===== src/rtl/axicb_slv_wr_arbiter_pkg.sv =====
// rtl/axicb_slv_wr_arbiter_pkg.sv - shared constants and helpers for the slave write arbiter
// Purpose: master count, one-hot/index helpers and the round-robin priority mask.
// Ports: none (package).
package axicb_slv_wr_arbiter_pkg;

  localparam int MST_NB    = 4;
  localparam int MST_IDX_W = 2;

  typedef logic [MST_NB-1:0]    mst_vec_t;
  typedef logic [MST_IDX_W-1:0] mst_idx_t;

  function automatic mst_idx_t onehot_to_idx(input mst_vec_t oh);
    mst_idx_t idx;
    idx = '0;
    for (int i = 0; i < MST_NB; i++) begin
      if (oh[i]) idx = idx | MST_IDX_W'(i);
    end
    return idx;
  endfunction

  // Requesters at or above the pointer get first pick.
  function automatic mst_vec_t rr_mask(input mst_idx_t ptr);
    return mst_vec_t'({MST_NB{1'b1}} << ptr);
  endfunction

endpackage


===== src/rtl/axicb_slv_wr_arbiter_if.sv =====
// rtl/axicb_slv_wr_arbiter_if.sv - AW/W/B bundle between master-side switches and one slave
// Purpose: groups the per-master (i_*) and slave-side (o_*) write channels.
// Ports: slave modport = arbiter view, master modport = surrounding fabric view.
interface axicb_slv_wr_arbiter_if #(
  parameter int MST_NB = 4,
  parameter int AWCH_W = 8,
  parameter int WCH_W  = 8,
  parameter int BCH_W  = 10
);
  logic [MST_NB-1:0]        i_awvalid, i_awready;
  logic [MST_NB*AWCH_W-1:0] i_awch;
  logic [MST_NB-1:0]        i_wvalid, i_wready, i_wlast;
  logic [MST_NB*WCH_W-1:0]  i_wch;
  logic [MST_NB-1:0]        i_bvalid, i_bready;
  logic [BCH_W-1:0]         i_bch;
  logic                     o_awvalid, o_awready;
  logic [AWCH_W-1:0]        o_awch;
  logic                     o_wvalid, o_wready, o_wlast;
  logic [WCH_W-1:0]         o_wch;
  logic                     o_bvalid, o_bready;
  logic [BCH_W-1:0]         o_bch;

  modport slave (
    input  i_awvalid, i_awch, i_wvalid, i_wlast, i_wch, i_bready,
    input  o_awready, o_wready, o_bvalid, o_bch,
    output i_awready, i_wready, i_bvalid, i_bch,
    output o_awvalid, o_awch, o_wvalid, o_wlast, o_wch, o_bready
  );

  modport master (
    output i_awvalid, i_awch, i_wvalid, i_wlast, i_wch, i_bready,
    output o_awready, o_wready, o_bvalid, o_bch,
    input  i_awready, i_wready, i_bvalid, i_bch,
    input  o_awvalid, o_awch, o_wvalid, o_wlast, o_wch, o_bready
  );
endinterface


===== src/rtl/axicb_round_robin.sv =====
// rtl/axicb_round_robin.sv - round-robin arbiter with handshake-driven pointer
// Purpose: combinational one-hot grant; pointer moves to granted+1 when en is high.
// Ports: clk, rst_n (async), srst (sync), req, en, grant.
module axicb_round_robin
  import axicb_slv_wr_arbiter_pkg::*;
(
  input  logic     clk,
  input  logic     rst_n,
  input  logic     srst,
  input  mst_vec_t req,
  input  logic     en,
  output mst_vec_t grant
);
  mst_idx_t ptr_q, ptr_d;
  mst_vec_t masked, pick_src;

  assign masked   = req & rr_mask(ptr_q);
  assign pick_src = (|masked) ? masked : req;
  // Isolate the lowest set bit.
  assign grant    = pick_src & (~pick_src + mst_vec_t'(1));

  always_comb begin
    ptr_d = ptr_q;
    if (en && (|grant)) ptr_d = onehot_to_idx(grant) + MST_IDX_W'(1);
  end

  always_ff @(posedge clk or negedge rst_n) begin
    if (!rst_n)    ptr_q <= '0;
    else if (srst) ptr_q <= '0;
    else           ptr_q <= ptr_d;
  end
endmodule


===== src/rtl/axicb_scfifo.sv =====
// rtl/axicb_scfifo.sv - single-clock FIFO with optional empty pass-through
// Purpose: small queue; PASS_THRU=0 means a push is visible only the cycle after.
// Ports: clk, rst_n (async), srst (sync), push/in_data/full, pop/out_data/empty.
module axicb_scfifo #(
  parameter int DATA_WIDTH = 4,
  parameter int DEPTH_W    = 3,
  parameter int PASS_THRU  = 0
)(
  input  logic                  clk,
  input  logic                  rst_n,
  input  logic                  srst,
  input  logic                  push,
  input  logic [DATA_WIDTH-1:0] in_data,
  output logic                  full,
  input  logic                  pop,
  output logic [DATA_WIDTH-1:0] out_data,
  output logic                  empty
);
  logic [DATA_WIDTH-1:0] mem [2**DEPTH_W];
  logic [DEPTH_W-1:0]    wptr_q, rptr_q;
  logic [DEPTH_W:0]      count_q, count_d;
  logic                  bypass, do_push, do_pop;

  assign bypass   = (PASS_THRU != 0) && (count_q == '0);
  assign full     = (count_q == (DEPTH_W+1)'(1 << DEPTH_W));
  assign empty    = bypass ? ~push : (count_q == '0);
  assign out_data = bypass ? in_data : mem[rptr_q];
  // A bypassed word consumed in the same cycle never touches storage.
  assign do_push  = push & ~full & ~(bypass & pop);
  assign do_pop   = pop & ~empty & ~bypass;

  always_comb begin
    count_d = count_q;
    if (do_push && !do_pop)      count_d = count_q + (DEPTH_W+1)'(1);
    else if (!do_push && do_pop) count_d = count_q - (DEPTH_W+1)'(1);
  end

  always_ff @(posedge clk) begin
    if (do_push) mem[wptr_q] <= in_data;
  end

  always_ff @(posedge clk or negedge rst_n) begin
    if (!rst_n) begin
      wptr_q <= '0; rptr_q <= '0; count_q <= '0;
    end else if (srst) begin
      wptr_q <= '0; rptr_q <= '0; count_q <= '0;
    end else begin
      if (do_push) wptr_q <= wptr_q + DEPTH_W'(1);
      if (do_pop)  rptr_q <= rptr_q + DEPTH_W'(1);
      count_q <= count_d;
    end
  end
endmodule


===== src/rtl/axicb_slv_wr_arbiter.sv =====
// rtl/axicb_slv_wr_arbiter.sv - per-slave write-path arbiter of the crossbar
// Purpose: round-robin AW grant with lock, W ordering via grant FIFO, B routing by ID prefix.
// Ports: aclk, aresetn (async, low), srst (sync, high), bus (slave modport of the write bundle).
module axicb_slv_wr_arbiter
  import axicb_slv_wr_arbiter_pkg::*;
#(
  parameter int                  AXI_ID_W      = 8,
  parameter logic [AXI_ID_W-1:0] MST0_ID_MASK  = 'h10,
  parameter logic [AXI_ID_W-1:0] MST1_ID_MASK  = 'h20,
  parameter logic [AXI_ID_W-1:0] MST2_ID_MASK  = 'h40,
  parameter logic [AXI_ID_W-1:0] MST3_ID_MASK  = 'h80,
  parameter int                  WFIFO_DEPTH_W = 3,
  parameter int                  AWCH_W        = 8,
  parameter int                  WCH_W         = 8,
  parameter int                  BCH_W         = 10
)(
  input  logic                  aclk,
  input  logic                  aresetn,
  input  logic                  srst,
  axicb_slv_wr_arbiter_if.slave bus
);
  localparam logic [AXI_ID_W-1:0] ROUTE_MASK =
    MST0_ID_MASK | MST1_ID_MASK | MST2_ID_MASK | MST3_ID_MASK;

  mst_vec_t rr_req, rr_grant, grant_q, grant_d, head, head_v, b_hit;
  logic     lock_q, lock_d, full, empty, aw_hs, w_pop;
  mst_idx_t aw_idx, w_idx;
  logic [AXI_ID_W-1:0] bid;

  // While locked only the held winner is offered, so the arbiter cannot
  // switch away and the pointer advances from the master actually served.
  assign rr_req = lock_q ? grant_q : bus.i_awvalid;

  axicb_round_robin u_rr (
    .clk(aclk), .rst_n(aresetn), .srst(srst),
    .req(rr_req), .en(aw_hs), .grant(rr_grant)
  );

  assign aw_idx        = onehot_to_idx(rr_grant);
  assign bus.o_awvalid = (|bus.i_awvalid) & ~full;
  assign bus.o_awch    = bus.i_awch[aw_idx*AWCH_W +: AWCH_W];
  assign bus.i_awready = {MST_NB{bus.o_awready & ~full}} & rr_grant;
  assign aw_hs         = bus.o_awvalid & bus.o_awready;

  always_comb begin
    grant_d = grant_q;
    lock_d  = lock_q;
    if (bus.o_awvalid) begin
      grant_d = rr_grant;
      lock_d  = ~bus.o_awready;
    end
  end

  always_ff @(posedge aclk or negedge aresetn) begin
    if (!aresetn) begin
      grant_q <= '0; lock_q <= 1'b0;
    end else if (srst) begin
      grant_q <= '0; lock_q <= 1'b0;
    end else begin
      grant_q <= grant_d; lock_q <= lock_d;
    end
  end

  axicb_scfifo #(.DATA_WIDTH(MST_NB), .DEPTH_W(WFIFO_DEPTH_W), .PASS_THRU(0)) u_wfifo (
    .clk(aclk), .rst_n(aresetn), .srst(srst),
    .push(aw_hs), .in_data(rr_grant), .full(full),
    .pop(w_pop), .out_data(head), .empty(empty)
  );

  // Masking with empty keeps stale storage from ever selecting a master.
  assign head_v       = empty ? '0 : head;
  assign w_idx        = onehot_to_idx(head_v);
  assign bus.o_wvalid = |(bus.i_wvalid & head_v);
  assign bus.o_wlast  = |(bus.i_wlast & head_v);
  assign bus.o_wch    = bus.i_wch[w_idx*WCH_W +: WCH_W];
  assign bus.i_wready = {MST_NB{bus.o_wready}} & head_v;
  assign w_pop        = bus.o_wvalid & bus.o_wready & bus.o_wlast;

  assign bid = bus.o_bch[0 +: AXI_ID_W];
  always_comb begin
    b_hit    = '0;
    b_hit[0] = (bid & ROUTE_MASK) == MST0_ID_MASK;
    b_hit[1] = (bid & ROUTE_MASK) == MST1_ID_MASK;
    b_hit[2] = (bid & ROUTE_MASK) == MST2_ID_MASK;
    b_hit[3] = (bid & ROUTE_MASK) == MST3_ID_MASK;
  end

  assign bus.i_bch    = bus.o_bch;
  assign bus.i_bvalid = {MST_NB{bus.o_bvalid}} & b_hit;
  // Unroutable responses are drained so the slave never stalls on them.
  assign bus.o_bready = (|b_hit) ? |(b_hit & bus.i_bready) : 1'b1;
endmodule


===== src/flat_wrapper.sv =====
// flat-port wrapper written by rule: the top's interface ports become plain ports
module axicb_slv_wr_arbiter_flat import axicb_slv_wr_arbiter_pkg::*;
#(
  parameter int                  AXI_ID_W      = 8,
  parameter logic [AXI_ID_W-1:0] MST0_ID_MASK  = 'h10,
  parameter logic [AXI_ID_W-1:0] MST1_ID_MASK  = 'h20,
  parameter logic [AXI_ID_W-1:0] MST2_ID_MASK  = 'h40,
  parameter logic [AXI_ID_W-1:0] MST3_ID_MASK  = 'h80,
  parameter int                  WFIFO_DEPTH_W = 3,
  parameter int                  AWCH_W        = 8,
  parameter int                  WCH_W         = 8,
  parameter int                  BCH_W         = 10
)
  (aclk, aresetn, srst, bus_i_awvalid, bus_i_awch, bus_i_wvalid, bus_i_wlast, bus_i_wch, bus_i_bready, bus_o_awready, bus_o_wready, bus_o_bvalid, bus_o_bch, bus_i_awready, bus_i_wready, bus_i_bvalid, bus_i_bch, bus_o_awvalid, bus_o_awch, bus_o_wvalid, bus_o_wlast, bus_o_wch, bus_o_bready);
  axicb_slv_wr_arbiter_if #(.MST_NB(4), .AWCH_W(AWCH_W), .WCH_W(WCH_W), .BCH_W(BCH_W)) bus_i ();
  input  logic aclk;
  input  logic aresetn;
  input  logic srst;
  input wire logic [$bits(bus_i.i_awvalid)-1:0] bus_i_awvalid;
  input wire logic [$bits(bus_i.i_awch)-1:0] bus_i_awch;
  input wire logic [$bits(bus_i.i_wvalid)-1:0] bus_i_wvalid;
  input wire logic [$bits(bus_i.i_wlast)-1:0] bus_i_wlast;
  input wire logic [$bits(bus_i.i_wch)-1:0] bus_i_wch;
  input wire logic [$bits(bus_i.i_bready)-1:0] bus_i_bready;
  input wire logic [$bits(bus_i.o_awready)-1:0] bus_o_awready;
  input wire logic [$bits(bus_i.o_wready)-1:0] bus_o_wready;
  input wire logic [$bits(bus_i.o_bvalid)-1:0] bus_o_bvalid;
  input wire logic [$bits(bus_i.o_bch)-1:0] bus_o_bch;
  output wire logic [$bits(bus_i.i_awready)-1:0] bus_i_awready;
  output wire logic [$bits(bus_i.i_wready)-1:0] bus_i_wready;
  output wire logic [$bits(bus_i.i_bvalid)-1:0] bus_i_bvalid;
  output wire logic [$bits(bus_i.i_bch)-1:0] bus_i_bch;
  output wire logic [$bits(bus_i.o_awvalid)-1:0] bus_o_awvalid;
  output wire logic [$bits(bus_i.o_awch)-1:0] bus_o_awch;
  output wire logic [$bits(bus_i.o_wvalid)-1:0] bus_o_wvalid;
  output wire logic [$bits(bus_i.o_wlast)-1:0] bus_o_wlast;
  output wire logic [$bits(bus_i.o_wch)-1:0] bus_o_wch;
  output wire logic [$bits(bus_i.o_bready)-1:0] bus_o_bready;
  assign bus_i.i_awvalid = bus_i_awvalid;
  assign bus_i.i_awch = bus_i_awch;
  assign bus_i.i_wvalid = bus_i_wvalid;
  assign bus_i.i_wlast = bus_i_wlast;
  assign bus_i.i_wch = bus_i_wch;
  assign bus_i.i_bready = bus_i_bready;
  assign bus_i.o_awready = bus_o_awready;
  assign bus_i.o_wready = bus_o_wready;
  assign bus_i.o_bvalid = bus_o_bvalid;
  assign bus_i.o_bch = bus_o_bch;
  assign bus_i_awready = bus_i.i_awready;
  assign bus_i_wready = bus_i.i_wready;
  assign bus_i_bvalid = bus_i.i_bvalid;
  assign bus_i_bch = bus_i.i_bch;
  assign bus_o_awvalid = bus_i.o_awvalid;
  assign bus_o_awch = bus_i.o_awch;
  assign bus_o_wvalid = bus_i.o_wvalid;
  assign bus_o_wlast = bus_i.o_wlast;
  assign bus_o_wch = bus_i.o_wch;
  assign bus_o_bready = bus_i.o_bready;
  axicb_slv_wr_arbiter #(.AXI_ID_W(AXI_ID_W), .MST0_ID_MASK(MST0_ID_MASK), .MST1_ID_MASK(MST1_ID_MASK), .MST2_ID_MASK(MST2_ID_MASK), .MST3_ID_MASK(MST3_ID_MASK), .WFIFO_DEPTH_W(WFIFO_DEPTH_W), .AWCH_W(AWCH_W), .WCH_W(WCH_W), .BCH_W(BCH_W)) u_core (.aclk(aclk), .aresetn(aresetn), .srst(srst), .bus(bus_i));
endmodule

===== config.mk =====
export PLATFORM = sky130hd
export DESIGN_NAME = axicb_slv_wr_arbiter_flat
export DESIGN_NICKNAME = d
export VERILOG_FILES = /design/src/rtl/axicb_slv_wr_arbiter_pkg.sv /design/src/rtl/axicb_slv_wr_arbiter_if.sv /design/src/rtl/axicb_round_robin.sv /design/src/rtl/axicb_scfifo.sv /design/src/rtl/axicb_slv_wr_arbiter.sv /design/src/flat_wrapper.sv
export SDC_FILE = /design/constraint.sdc
export NUM_CORES = 1
export LEC_CHECK = 0
export ABC_AREA = 1
export BUFFER_PORTS_ARGS = -buffer_cell sky130_fd_sc_hd__buf_2
export CORE_ASPECT_RATIO = 1.5
export CORE_MARGIN = 5
export CORE_UTILIZATION = 48
export CTS_CLUSTER_SIZE = 20
export DETAILED_ROUTE_END_ITERATION = 8
export PLACE_DENSITY = 0.85
export SLEW_MARGIN = 20
export SYNTH_ARGS = -nofsm -noshare
export SYNTH_HDL_FRONTEND = slang
export SYNTH_SLANG_ARGS = --single-unit

===== constraint.sdc =====
create_clock -name aclk -period 2.63 [get_ports aclk]
set_input_delay 0.1315 -clock aclk [delete_from_list [all_inputs] [get_ports aclk]]
set_output_delay 0.1315 -clock aclk [all_outputs]
set_load 0.03 [all_outputs]

---- Yosys cells after proc, flatten, opt, wreduce, memory -nomap -nowiden ----
Memories as Yosys holds them, arrays and structs flattened.
Index checks and enable logic that the tools add are counted.
operators by class
  mux-type cells .......................... 26
  equality and inequality tests ........... 5
  magnitude comparators ................... 0
  bitwise logic cells ..................... 19
  reductions and logical operators ........ 18
  divide/modulo/power cells ............... 0
  shifts and indexed selects .............. 3
  multipliers ............................. 0
  add/subtract/negate cells ............... 6
operators by type and width
  kind                                                                   number
  32-bit by 6-bit indexed part select with 8-bit output                  2
  4-bit AND                                                              8
  4-bit 2-to-1 mux                                                       8
  4-bit OR reduction                                                     7
  2-bit 2-to-1 mux                                                       7
  3-bit 2-to-1 mux                                                       4
  4-bit by 1-bit adder with 4-bit output, second input constant          2
  4-bit equality test, second input constant                             2
  2-bit nonzero test                                                     4
  1-bit AND                                                              7
  1-bit 2-to-1 mux                                                       7
  3-bit by 1-bit adder with 3-bit output, second input constant          2
  4-bit by 1-bit equality test with 1-bit output, second input constant  1
  4-bit by 2-bit equality test with 1-bit output, second input constant  1
  4-bit by 3-bit equality test with 1-bit output, second input constant  1
  4-bit logical NOT                                                      1
  4-bit inverter                                                         1
  4-bit by 2-bit << shifter with 4-bit output, first input constant      1
  4-bit by 1-bit subtractor with 4-bit output, second input constant     1
  1-bit logical AND                                                      3
  1-bit inverter                                                         3
  3-bit nonzero test                                                     1
  2-bit by 1-bit adder with 2-bit output, second input constant          1
  1-bit logical NOT                                                      2
storage, ports and cells
  register bits after elaboration ......... 17
  bits in read-only memories .............. 0
  bits of input ports ..................... 96
  memories ................................ 1
  latch bits .............................. 0
  output and inout port bits .............. 42
  logic and storage cells ................. 84
  memory bits (writable) .................. 32
memories
  name                words  bits a word  read ports  clocked after memory_dff  wr ports  line                source
  u_core.u_wfifo.mem  8      4            1           0                         1         axicb_scfifo.sv:19  logic [DATA_WIDTH-1:0] mem [2**DEPTH_W];

---- Longest topological paths before layout ----
  word-level depth ........................ 14
  mapped depth ............................ 20
  mapped depth without buffers ............ 19

---- Cells and area by module ----
A second synthesis with hierarchy kept.
second synthesis, totals
  cell total of the unflattened synthesis .. 480
  area, all modules ....................... 3424.5 um^2
by module, submodules not included
  module                cells each  instances  seq. area each (um^2)  area each (um^2)
  axicb_scfifo          183         1          1211.2                 1936.9
  axicb_slv_wr_arbiter  258         1          125.1                  1256.2
  axicb_round_robin     39          1          50.0                   231.5

---- Worst setup path before layout ----
No wires, ideal clock.
  kind .................................... register -> register
  from .................................... register u_core.u_wfifo.rptr_q[0]
  to ...................................... register u_core.u_wfifo.count_q[3]
  required time ........................... 2513 ps
  cell stages (with the launch flop) ...... 19
  clock period less this slack ............ 2537 ps
  arrival ................................. 2420 ps
  path slack .............................. 93 ps
  library setup time ...................... 117 ps
  buffers on the path ..................... 2
  cells stage by stage .................... dfrtp_1 > buf_4 > buf_4 > nand2_1 > nand3_1 > nand3_1 > nand4_1 > nand2_1 > inv_1 > nand2_1 > nand3_2 > nand2_2 > ha_1 > nand2_1 > nand2_1 > a31oi_1 > nand3_1 > nand3_1 > nand2_1
between the ends
  cells in the longest elaborated chain, start to end .. 11
  elaborated cells on any way between the ends .. 15
  classes of those cells .................. 3 x mux; 5 x bitwise; 6 x reduce/logical; 1 x memory
RTL lines
  what                      line                        source
  from (decl)               axicb_scfifo.sv:20          logic [DEPTH_W-1:0] wptr_q, rptr_q;
  from (signal assigned)    axicb_scfifo.sv:49          if (do_pop) rptr_q <= rptr_q + DEPTH_W'(1);
  memory read 8 x 4 bit *   n/a
  4-bit 2-to-1 mux *        axicb_slv_wr_arbiter.sv:71  assign head_v = empty ? '0 : head;
  4-bit AND *               axicb_slv_wr_arbiter.sv:73  assign bus.o_wvalid = |(bus.i_wvalid & head_v);
  4-bit OR reduction *      axicb_slv_wr_arbiter.sv:73
  via bus_o_wvalid          flat_wrapper.sv:35          output wire logic [$bits(bus_i.o_wvalid)-1:0] bus_o_wvalid;
  1-bit AND * (2 in a row)  axicb_slv_wr_arbiter.sv:77  assign w_pop = bus.o_wvalid & bus.o_wready & bus.o_wlast;
  1-bit AND *               axicb_scfifo.sv:30          assign do_pop = pop & ~empty & ~bypass;
  1-bit logical NOT         axicb_scfifo.sv:34          if (do_push && !do_pop) count_d = count_q + (DEPTH_W+1)'(1);
  1-bit logical AND         axicb_scfifo.sv:34
  4-bit 2-to-1 mux          axicb_scfifo.sv:34
  4-bit 2-to-1 mux          axicb_scfifo.sv:45          end else if (srst) begin
  to (signal assigned)      axicb_scfifo.sv:50          count_q <= count_d;
  to (decl)                 axicb_scfifo.sv:21          logic [DEPTH_W:0] count_q, count_d;
The timed path passes the listed nets; every way through them passes the cells marked *.
A chain may end at the register's enable or synchronous reset.

---- Final worst setup path ----
  from .................................... register u_core.u_wfifo.rptr_q[0]
  to ...................................... register u_core.u_wfifo.count_q[2]
between the ends
  cells in the longest elaborated chain, start to end .. 11
  elaborated cells on any way between the ends .. 15
  classes of those cells .................. 3 x mux; 5 x bitwise; 6 x reduce/logical; 1 x memory
RTL lines
  what                     line
  memory read 8 x 4 bit *  n/a
  4-bit 2-to-1 mux *       axicb_slv_wr_arbiter.sv:71
  4-bit AND                axicb_slv_wr_arbiter.sv:73
  4-bit OR reduction       axicb_slv_wr_arbiter.sv:73
  1-bit AND                axicb_slv_wr_arbiter.sv:77
  1-bit AND *              axicb_slv_wr_arbiter.sv:77
  1-bit AND *              axicb_scfifo.sv:30
  1-bit logical NOT        axicb_scfifo.sv:34
  1-bit logical AND        axicb_scfifo.sv:34
  4-bit 2-to-1 mux         axicb_scfifo.sv:34
  4-bit 2-to-1 mux         axicb_scfifo.sv:45
Every way passes the cells marked *; elsewhere a longest branch is shown, timed or not.

==> metrics.cfg <==
[status]
outcome = finished clean

[timing]
fin_setup_tns_ps = 0
finalClockSkew_ps = 10.07
setup_ws_ps = 25.29
hold_viol_final = 0
setup_violations = 0
finalMaxSlewViolations = 0
post-route-period-util_pct = 99.04
max_freq_mhz = 383.9
tightest_slew_ps = 453.7
rsz0062_at_grt = true
maxSlewHeadroom_pct = 69.75
period_needed_ps = 2605

[worst_hold_path]
hp-class = input pin to flip-flop
min_from = srst
whs_path_depth = 3

[worst_setup_path]
critical_path.max_stage_delay_ps = 510
path_delay_family = simple AND/OR/NAND/NOR gates
cp_max_fo = 7
required_ps = 2870
worstSetupPathDepth = 17
crit_arrival_ps = 2840
path_cells = clkbuf_16 > nand2_1 > nand2_1 > nand2_1 > nand3_1 > nand4_1 > nand2_1 > inv_1 > nand2_2 > nand3_4 > nand2_8 > buf_6 > inv_2 > fa_1 > xnor2_1 > nand2_1 > o21ai_0
endpoint_kind = flip-flop
r2r_start = u_core.u_wfifo.rptr_q[0]
start_kind = flip-flop
critical_path.startpoint = u_core.u_wfifo.rptr_q[0]
crit_path_top_delay_cell = dfrtp_2
path_buf_inv = 4
crit_top_cell = nand2_1
r2r_cells = 17
crit_type = flip-flop to flip-flop

[synthesis]
syn_inst = 432
dominantRegCellSynth = edfxtp_1
avgSynthCellArea_um2 = 7.507
synth_edf_count = 32
synth_top_area_share_pct = 29.63
synth_area_leaders = edfxtp_1, dfrtp_1, nor2_1, nand2_1, inv_1
synth_nets = 533
ys_async_sr_fraction_pct = 34.69
yosysUniqueCellTypes = 33
ys_seq_area_share_pct = 42.75
ys_ff_latch = 49
synth_top_cell_by_area = edfxtp_1
yosysWarnings = 0
syn_area_um2 = 3243

[detailed_routing]
firstDrtPassIters = 5
post-route-drc-count = 0
drtIter0Drc = 243
via_per_inst = 5.487
ant_nets = 0
num_vias = 3539
wl_per_cell_um = 15.41
postRouteWirelength_um = 9937

[pwr]
pwr-share-comb_pct = 72.4
leakage_nw = 2.153
ir_worst_vdd_mv = 0.7134
p_switching_mw = 2.988
swShare_pct = 53.60
p_per_area_nw_per_um2 = 1271
p_int_mw = 2.586
pwr-share-seq_pct = 19.7
power.share.clock_pct = 8.0

[final_layout]
drive_gt1_share_pct = 36.91
area_growth_pct = 35.26
diodes = 0
fin_util_pct = 67.16
nets = 669
multi_input_area_um2 = 1667
regArea_um2 = 1390
fill_cells = 507

[flow_run]
drv_cap = 0

[floorplan]
io_pins = 138
die_area_um2 = 8534
rows = 36
initial_core_util_pct = 49.66
die_w_um = 77.12
core-area_um2 = 6531
die_h_um = 110.7

[global_route]
overflow = 0
grt_max_degree = 19
grt_util_all_layers_pct = 21.01
grt_antenna_before_repair = 0
grt_pass1_vias = 3386
grt_pass1_wl_um = 14880

[clocking]
cts_tree = yes
cts_buffers = 5
cts_sinks = 49
clkLatencyLatePin_ps = 310
htree_levels = 2
clk_path_buf_depth = 2
clkSlewWorstSetupHoldPaths_ps = 90
cts_root_buf = clkbuf_8

[placement]
place.gp.congestion = 0.8994
dp_slack_ps = 17.83
dp_hpwl_um = 7187
io_buffers = 125

-- per-stage QoR --
| step | instances | hold WS [ps] | power, mW | instance area (um2) |
|---|---|---|---|---|
| floorplan | 432 | -164.1 | 3.571 | 3243 |
| global placement | 614 | 88.81 | 4.214 | 3824 |
| detailed placement | 614 | 100.8 | 4.291 | 3824 |
| CTS | 624 | 166.6 | 4.782 | 3948 |
| global route | 645 | 200.9 | 5.948 | 4387 |
| finish | 645 | 173.2 | 5.574 | 4387 |
-- logic make-up after synthesis --
kind of cell	share of synthesized area, %
adder cells (fa/ha/maj)	2.161
XOR/XNOR	0.2701
flip-flops	42.75
AO/OA/AOI/OAI	13.23
buffers and inverters	12.38
AND/OR/NAND/NOR	29.21
-- cells in the mapped netlist (3+ instances only) --
cell type,number
nor2_1,82
nand2_1,77
inv_1,59
nand3_1,39
edfxtp_1,32
o21ai_0,29
dfrtp_1,17
buf_4,14
o21ai_1,12
o22ai_1,11
nand4_1,10
o32ai_1,8
nand2_2,7
a21oi_1,6
ha_1,4
buf_2,3
buf_6,3
inv_2,3
-- cells in the final DEF, fill, tap and decap left out, types with 3 or more instances in the layout --
cell type  Yosys  routed
ha_1           4       3
nand2_1       77      68
nand3_1       39      34
o21ai_1       12      15
nand2_4        1       5
inv_1         59      57
inv_4          1       4
dfrtp_2        0       3
o21ai_0       29      21
clkbuf_8       0       5
nor2_1        82      75
nor2_2         0       4
nand3_2        1       5
buf_2          3     112
buf_4         14      29
o32ai_1        8       8
dfrtp_1       17      14
nor2_4         0       3
o21ai_2        1       5
a21oi_1        6       5
o22ai_1       11      10
edfxtp_1      32      32
nand2_2        7      12
buf_6          3       3
nand4_1       10      10
-- power groups by stage --
stage               Clock (mW)  Combinational [mW]  Sequential [mW]
finish                   0.444                4.03             1.10
global route             0.494                4.35             1.11
CTS                      0.456                3.27             1.06
detailed placement           0                3.21             1.08
global placement             0                3.14             1.08
floorplan                    0                2.54             1.03
-- worst reg2reg max path, delay by kind of cell, from the launching register on --
kind	cells	cell delay, ps
flip-flops	1	510
buffers and inverters	4	390
AND/OR/NAND/NOR	10	950
AO/OA/AOI/OAI	1	70
XOR/XNOR	1	200
adder cells (fa/ha/maj)	1	410
-- area by class of cell --
class / instances / area share [%]
Timing Repair inverter: 1 / 0.1426
Inverter: 63 / 5.847
Clock buffer: 5 / 1.569
Sequential cell: 49 / 31.69
Timing Repair Buffer: 148 / 20.11
Multi-Input combinational cell: 300 / 37.99
Clock inverter: 3 / 0.4849
Tap cell: 76 / 2.168
-- path summary, 6_finish.rpt --
check	to	slack (ps)
min reg2reg	u_core.grant_q[2]	560
max	u_core.u_wfifo.count_q[2]	30
min	u_core.u_wfifo.wptr_q[2]	170
max reg2reg	u_core.u_wfifo.count_q[2]	30
min in group asynchronous	u_core.u_wfifo.rptr_q[2]	290
max in group asynchronous	u_core.lock_q	1990
-- layer usage --
metal  up-vias  wire (um)  GRT usage [%]
met3        38        881          4.309
met5         -          0              0
met1      1598       3363          20.64
li1       1702          -              -
met2       201       5320          38.91
met4         0        371          13.07
-- registers in the layout (all words and copies together) (netlist names) --
signal	count
u_core.u_wfifo.count_q	4
u_core.grant_q	4
u_core.u_wfifo.mem	32
u_core.lock_q	1
u_core.u_rr.ptr_q	2
u_core.u_wfifo.wptr_q	3
u_core.u_wfifo.rptr_q	3
-- timing repair --
item / CTS / global route
gates cloned: 0 / 4
setup buffers: 1 / 17
endpoints found under the hold margin: 17 / 0
gates resized for setup: 7 / 84
pin swaps: 0 / 25
setup endpoints to repair: 10 / 19
hold buffers: 1 / 0
No activity file was read; power rests on OpenSTA's default activity.
